## config.mk

```make
export PLATFORM = sky130hd
export DESIGN_NAME = pulse_train_gen
export DESIGN_NICKNAME = d
export VERILOG_FILES = /design/src/rtl/pulse_train_pkg.sv /design/src/rtl/ptg_phase_cnt.sv /design/src/rtl/pulse_train_gen.sv
export SDC_FILE = /design/constraint.sdc
export NUM_CORES = 1
export LEC_CHECK = 0
export ABC_AREA = 1
export ABC_CLOCK_PERIOD_IN_PS = 1500
export CAP_MARGIN = 20
export CELL_PAD_IN_SITES_DETAIL_PLACEMENT = 1
export CELL_PAD_IN_SITES_GLOBAL_PLACEMENT = 1
export CORE_MARGIN = 2
export CORE_UTILIZATION = 35
export DETAILED_ROUTE_END_ITERATION = 10
export GPL_ROUTABILITY_DRIVEN = 0
export HOLD_SLACK_MARGIN = 0.12
export PLACE_DENSITY = 0.74
export REMOVE_ABC_BUFFERS = 1
export SYNTH_ARGS = -nofsm -noshare
export SYNTH_HDL_FRONTEND = slang
export SYNTH_SLANG_ARGS = --single-unit
```

## constraint.sdc

```tcl
create_clock -name clock -period 1.5 [get_ports clock]
set_input_delay 0.375 -clock clock [delete_from_list [all_inputs] [get_ports clock]]
set_output_delay 0.375 -clock clock [all_outputs]
set_load 0.1 [all_outputs]
```

## src/rtl/pulse_train_pkg.sv

```systemverilog
// Shared types, defaults and sizing helper for the pulse-train generator.
// Optional abort input is enabled by defining PTG_ABORT_EN.
package pulse_train_pkg;

    localparam int unsigned PtgNumWDefault    = 4;
    localparam int unsigned PtgHighCycDefault = 1;
    localparam int unsigned PtgLowCycDefault  = 1;

    typedef enum logic [1:0] {
        StIdle,
        StWait,
        StHigh,
        StLow
    } ptg_state_e;

    // Phase counter must hold HIGH_CYC-1 and LOW_CYC-1.
    function automatic int unsigned ptg_ph_width(input int unsigned high_cyc,
                                                 input int unsigned low_cyc);
        int unsigned max_cyc;
        max_cyc = (high_cyc > low_cyc) ? high_cyc : low_cyc;
        return $clog2(max_cyc + 1);
    endfunction

endpackage

```

## src/rtl/ptg_phase_cnt.sv

```systemverilog
// Loadable down-counter with zero flag; times both HIGH and LOW phases of a pulse.
// Load has priority over decrement; decrement saturates at zero.
module ptg_phase_cnt #(
    parameter int unsigned Width = 2
) (
    input  logic             clk_i,
    input  logic             rst_i,
    input  logic             load_i,
    input  logic [Width-1:0] load_val_i,
    input  logic             dec_i,
    output logic             zero_o
);

    logic [Width-1:0] cnt_q, cnt_d;

    always_comb begin
        cnt_d = cnt_q;
        if (load_i) begin
            cnt_d = load_val_i;
        end else if (dec_i && (cnt_q != '0)) begin
            cnt_d = cnt_q - Width'(1);
        end
    end

    always_ff @(posedge clk_i) begin
        if (rst_i) begin
            cnt_q <= '0;
        end else begin
            cnt_q <= cnt_d;
        end
    end

    assign zero_o = (cnt_q == '0);

endmodule

```

## src/rtl/pulse_train_gen.sv

```systemverilog
// Pulse-train generator: takes numero over a dav_/rfd handshake and emits numero+1 pulses.
// Defining PTG_ABORT_EN adds an abort input that cancels a train in progress.
module pulse_train_gen import pulse_train_pkg::*; #(
    parameter int unsigned NUM_W    = PtgNumWDefault,
    parameter int unsigned HIGH_CYC = PtgHighCycDefault,
    parameter int unsigned LOW_CYC  = PtgLowCycDefault
) (
    input  logic             clock,
    input  logic             reset,
    input  logic             dav_,
    input  logic [NUM_W-1:0] numero,
    output logic             rfd,
    output logic             out
`ifdef PTG_ABORT_EN
    ,
    input  logic             abort
`endif
);

    localparam int unsigned PhW = ptg_ph_width(HIGH_CYC, LOW_CYC);
    localparam logic [PhW-1:0] HighLd = PhW'(HIGH_CYC - 1);
    localparam logic [PhW-1:0] LowLd  = PhW'(LOW_CYC - 1);

    if (HIGH_CYC == 0 || LOW_CYC == 0) begin : gen_shape_check
        $error("pulse_train_gen: HIGH_CYC and LOW_CYC must both be >= 1");
    end

    ptg_state_e       state_q, state_d;
    logic [NUM_W-1:0] rem_q, rem_d;
    logic             rfd_q, rfd_d;
    logic             out_q, out_d;

    logic             ph_load;
    logic [PhW-1:0]   ph_load_val;
    logic             ph_dec;
    logic             ph_zero;
    logic             abort_w;

`ifdef PTG_ABORT_EN
    assign abort_w = abort;
`else
    assign abort_w = 1'b0;
`endif

    ptg_phase_cnt #(
        .Width (PhW)
    ) u_phase_cnt (
        .clk_i      (clock),
        .rst_i      (reset),
        .load_i     (ph_load),
        .load_val_i (ph_load_val),
        .dec_i      (ph_dec),
        .zero_o     (ph_zero)
    );

    always_comb begin
        state_d     = state_q;
        rem_d       = rem_q;
        rfd_d       = rfd_q;
        out_d       = out_q;
        ph_load     = 1'b0;
        ph_load_val = HighLd;
        ph_dec      = 1'b0;

        unique case (state_q)
            StIdle: begin
                rfd_d = 1'b1;
                out_d = 1'b0;
                if (!dav_) begin
                    rem_d   = numero;
                    rfd_d   = 1'b0;
                    state_d = StWait;
                end
            end
            StWait: begin
                if (dav_) begin
                    out_d       = 1'b1;
                    ph_load     = 1'b1;
                    ph_load_val = HighLd;
                    state_d     = StHigh;
                end
            end
            StHigh: begin
                if (!ph_zero) begin
                    ph_dec = 1'b1;
                end else begin
                    out_d       = 1'b0;
                    ph_load     = 1'b1;
                    ph_load_val = LowLd;
                    state_d     = StLow;
                end
            end
            StLow: begin
                if (!ph_zero) begin
                    ph_dec = 1'b1;
                end else if (rem_q == '0) begin
                    rfd_d   = 1'b1;
                    state_d = StIdle;
                end else begin
                    rem_d       = rem_q - NUM_W'(1);
                    out_d       = 1'b1;
                    ph_load     = 1'b1;
                    ph_load_val = HighLd;
                    state_d     = StHigh;
                end
            end
            default: begin
                state_d = StIdle;
            end
        endcase

        // Cancellation overrides whatever transition was chosen above.
        if (abort_w && (state_q != StIdle)) begin
            state_d = StIdle;
            rem_d   = rem_q;
            out_d   = 1'b0;
            rfd_d   = 1'b1;
            ph_load = 1'b0;
            ph_dec  = 1'b0;
        end
    end

    always_ff @(posedge clock) begin
        if (reset) begin
            state_q <= StIdle;
            rem_q   <= '0;
            rfd_q   <= 1'b1;
            out_q   <= 1'b0;
        end else begin
            state_q <= state_d;
            rem_q   <= rem_d;
            rfd_q   <= rfd_d;
            out_q   <= out_d;
        end
    end

    assign rfd = rfd_q;
    assign out = out_q;

endmodule

```

Word-level counts from Yosys, hierarchy flattened
Index checks and enable logic that the tools add are counted.
{ "totals": {"reg_bits": 9, "inputBits": 7, "output_inout_bits": 2, "wordCells": 51} }
{ "op_classes": {"n_addsub": 2, "n_eq_ne": 9, "mux": 25, "reduce_logical": 10} }
{ "op_table": {"columns": ["operator", "n"], "rows": [
  ["$mux W1", 12],
  ["$mux W4", 3],
  ["$ne A2 B2 Y1 const B", 6],
  ["$reduce_and A4 Y1", 3],
  ["$mux W2", 5],
  ["$pmux W2 S4", 1],
  ["$pmux W4 S2", 1],
  ["$eq A2 B2 Y1 const B", 2],
  ["$logic_not A4 Y1", 1],
  ["$pmux W1 S4", 1],
  ["$reduce_or A2 Y1", 2],
  ["$sub A4 B1 Y4 const B", 1],
  ["$pmux W1 S3", 1],
  ["$reduce_and A3 Y1", 1],
  ["$eq A2 B1 Y1 const B", 1],
  ["$logic_not A2 Y1", 1],
  ["$pmux W1 S2", 1],
  ["$reduce_bool A2 Y1", 1],
  ["$logic_and A1 B1 Y1", 1],
  ["$sub A1 B1 Y1 const B", 1]
]} }

Depth between registers and ports, before layout
{ "depth": {"ltp_word": 5, "mapped_depth": 8, "mapped_depth_nobuf": 8} }

Hierarchy
A second synthesis with hierarchy kept.
{ "hier_totals": {"hier_cells": 95, "hier_area_um2": 611.8} }
{ "by_module_without_submodules": {"columns": ["module", "instances", "cells_each", "area_per_inst_um2", "seq_area_each_um2"], "rows": [
  ["pulse_train_gen", 1, 86, 560.5, 160.2],
  ["ptg_phase_cnt", 1, 9, 51.3, 20.0]
]} }

Worst setup path after synthesis
Ideal clock, no wire load.
{ "synth_timing": {"kind": "reg2out", "from": "reg rfd_q (netlist: rfd)", "to": "out rfd", "arrival_time_ps": 925, "required_time_ps": 1125, "path_slack_ps": 200, "stages_incl_launch_ff": 1, "n_path_buf": 0, "cell_sequence": "dfxtp_1"} }
{ "synth_rtl": {"columns": ["element", "line_no", "rtl"], "rows": [
  ["start: declaration", "pulse_train_gen.sv:30", "logic rfd_q, rfd_d;"],
  ["start signal: assignment", "pulse_train_gen.sv:132", "rfd_q <= rfd_d;"],
  ["end: declaration", "pulse_train_gen.sv:12", "output logic rfd,"]
]} }
No word-level cell between the ends.

Final worst setup path
{ "layout_timing": {"from": "in dav_", "to": "reg state_q[1]"} }
{ "layout_between": {"elab_chain_len": 2, "elab_cells_between_ends": 3, "classes_between": "eq/ne (2); reduce/logical (1)"} }
{ "layout_lines": {"columns": ["element", "line_no", "rtl"], "rows": [
  ["start: declaration", "pulse_train_gen.sv:10", "input logic dav_,"],
  ["$ne A2 B2 Y1 (no line)", null, null],
  ["$reduce_and A4 Y1 (no line) (*)", null, null],
  ["end signal: assignment", "pulse_train_gen.sv:125", "state_q <= StIdle;"],
  ["end signal: assignment", "pulse_train_gen.sv:130", "state_q <= state_d;"],
  ["end: declaration", "pulse_train_gen.sv:28", "ptg_state_e state_q, state_d;"]
]} }
Every way passes the cells marked *; elsewhere a longest branch is shown, timed or not.
A chain may end at the register's enable or synchronous reset.

==> results.cfg <==
[critical_path]
crit_fanout = 3
r2r_end = rem_q[1]
worstPathCellList = clkdlybuf4s50_1, inv_1, nand3b_1, nand2_1, nor2_1, nand3_1, a21oi_1
cp_slowest_cell = clkdlybuf4s50_1
path_class = input pin to flip-flop
path_delay_family = buffers and inverters
worstSetupStartpointType = input pin
r2r_cells = 7
worstPathArrival_ns = 1.48
crit_path_max_incr_delay_ns = 0.48
r2r-start = state_q[0]
worst_ep_required_time_ns = 1.71
timing.critical_path.buf_inv = 2
cp-end-kind = flip-flop
rrSetupSlack_ns = 0.27

[clocking]
ctsResizeCount = 0
numClockSinks = 9
cts_setup_buffers = 0
cts.path.max_buffers = 2
htreeDepth = 1
hold_buffers = 0
clk_pin_slew_worst_paths_ns = 0.07
cts_tree = done
worstSkewPairLatency_ns = 0.27
cts_inserted_buffers = 3
cts_root_buf = clkbuf_4

[yosys]
syn-cell-area_um2 = 564
avgSynthCellArea_um2 = 6.72
ys_types = 18
ys_ff_latch = 9
synth-simple-area-share_pct = 42.6
synthMuxAreaShare_pct = 0
synth-seq-area-share_pct = 31.9
synthAdderAreaFrac_pct = 4.43
synth_xor_area_share_pct = 0
synth_top_family_by_area = simple AND/OR/NAND/NOR gates
synth_compound_gate_area_share_pct = 11.8
ys_warn_count = 0
synth_cells = 84

[sta]
finClkSkew_ns = 0.00348
setup_viol = 0
drv_slew = 0
setup_ws_ns = 0.226
period_needed_ns = 1.27
relSlewSlack_pct = 79.8
finalHoldViolCount = 0
worst_pin_slew_ns = 0.295
fmax_mhz = 785
finalCritPeriodShare_pct = 84.9
rsz0062_at_grt = false

[detailed_routing]
drt_iter0_drc = 10
dr.pass1.iters = 4
drtAntennaViolNets = 0
wl_per_cell_um = 11.6
drc = 0
wl_um = 1320
num_vias = 557
via_per_inst = 4.89

[grt]
grt_usage_pct = 16.8
grt_pass1_vias = 556
grt_max_degree = 11
grt_pass1_wl_um = 2380
grt_overflow = 0
antenna_found_initial = 0

[layout]
stdcell_count = 114
layout_common_cells = nand2_1 (22), nor2_1 (15), inv_1 (10), dfxtp_1 (9), clkdlybuf4s50_1 (6)
drive_gt1_share_pct = 15.3
syn2layout_area_growth_pct = 28.6
final_common_cell = nand2_1
layout.nets = 108
antenna_cells = 0

[hold_path]
hold_depth = 2
min_path_type = flip-flop to flip-flop
holdPathEnd = rem_q[1]
worstHoldStart = rem_q[1]

[floorplanning]
coreArea_um2 = 1510
die_h_um = 44.2
initial_core_util_pct = 37.5
die_area_um2 = 1950
io-pin-count = 9
rows = 14
die_x_um = 44.2

[placed_design]
dp_cells = 110
numPortBuffers = 8
place_hpwl_um = 1030
post-place-ws_ns = -0.0513

[power]
combPwrFrac_pct = 37.1
ir_drop_mv = 0.595
p_leak_nw = 0.339
clkPwrFrac_pct = 25.3
p_sw_mw = 0.320
power.density_nw_per_um2 = 1110
p_seq_share_pct = 37.5
p_int_mw = 0.488
swShare_pct = 39.6

[run]
maxCapViolCount = 0

[status]
status = complete, no violations
metrics by stage:
stage / power (mW) / hold WS (ns) / cell area [um^2] / util (%) / TNS [ns]
final: 0.807 / 0.492 / 726 / 48.2 / 0
after global routing: 0.861 / 0.528 / 726 / 48.2 / 0
after CTS: 0.818 / 0.500 / 726 / 48.2 / 0
after detailed placement: 0.610 / 0.489 / 699 / 46.4 / -0.0915
after global placement: 0.604 / 0.475 / 699 / 46.4 / 0
after floorplan: 0.510 / 0.444 / 564 / - / 0
cells in the mapped netlist (all sizes together):
cell	number	share of area, %
nor3	1	0.89
ha	2	4.4
nand3	5	6.7
a21oi	4	3.5
dfxtp	9	32
a2111oi	1	1.6
o211ai	1	1.3
clkinv	1	1.6
nand2	27	24
inv	11	7.8
nor2	15	10
nand3b	1	1.3
o21ai	6	5.3
cell families (layout without fill, tap and decap cells):
kind of cell / after synthesis / count (layout)
AND/OR/NAND/NOR: 49 / 49
AO/OA/AOI/OAI: 12 / 12
adder cells (fa/ha/maj): 2 / 2
flip-flops: 9 / 9
buffers and inverters: 12 / 26
power by group through the flow:
stage / Sequential (mW) / Combinational (mW) / Clock (mW)
3_3_place_gp: 0.308 / 0.296 / 0
2_1_floorplan: 0.355 / 0.155 / 0
6_report: 0.303 / 0.300 / 0.204
3_5_place_dp: 0.308 / 0.303 / 0
5_1_grt: 0.307 / 0.335 / 0.219
4_1_cts: 0.302 / 0.305 / 0.211
layout make-up:
cell class | count | area [um^2]
timing repair buffer | 10 | 115
inverter | 12 | 52.6
tap | 16 | 20.0
clock buffer | 4 | 26.3
multi-input combinational | 63 | 332
fill | 203 | 781
sequential | 9 | 180
how the worst max path moves through the flow:
stage,slack [ns],endpoint,depth (start not counted),startpoint
2_1_floorplan,0.20,rfd,0,rfd
3_3_place_gp,0.006,state_q[1],7,dav_
3_5_place_dp,-0.05,state_q[1],7,dav_
4_1_cts,0.21,state_q[1],7,dav_
5_1_grt,0.1,state_q[1],7,dav_
6_report,0.23,state_q[1],7,dav_
metal layers:
metal | vias up | global-route usage [%] | wire length [um] | share of wire, %
li1 | 292 | - | - | -
met1 | 256 | 23.6 | 684 | 52
met2 | 7 | 23.5 | 565 | 43
met3 | 2 | 3.67 | 46 | 3.5
met4 | 0 | 9.09 | 21 | 1.6
met5 | - | 0 | 0 | 0
state kept, by name (all words and copies together), names as in the netlist:
| register | cells |
|---|---|
| out | 1 |
| u_phase_cnt.cnt_q | 1 |
| rfd | 1 |
| state_q | 2 |
| rem_q | 4 |
worst register-to-register path: cells and delay by family, from the launching register on:
| family | cells | cell delay [ns] |
|---|---|---|
| AND/OR/NAND/NOR | 5 | 0.49 |
| flip-flops | 1 | 0.48 |
| buffers and inverters | 2 | 0.16 |
(Power assumes the default switching activity.)
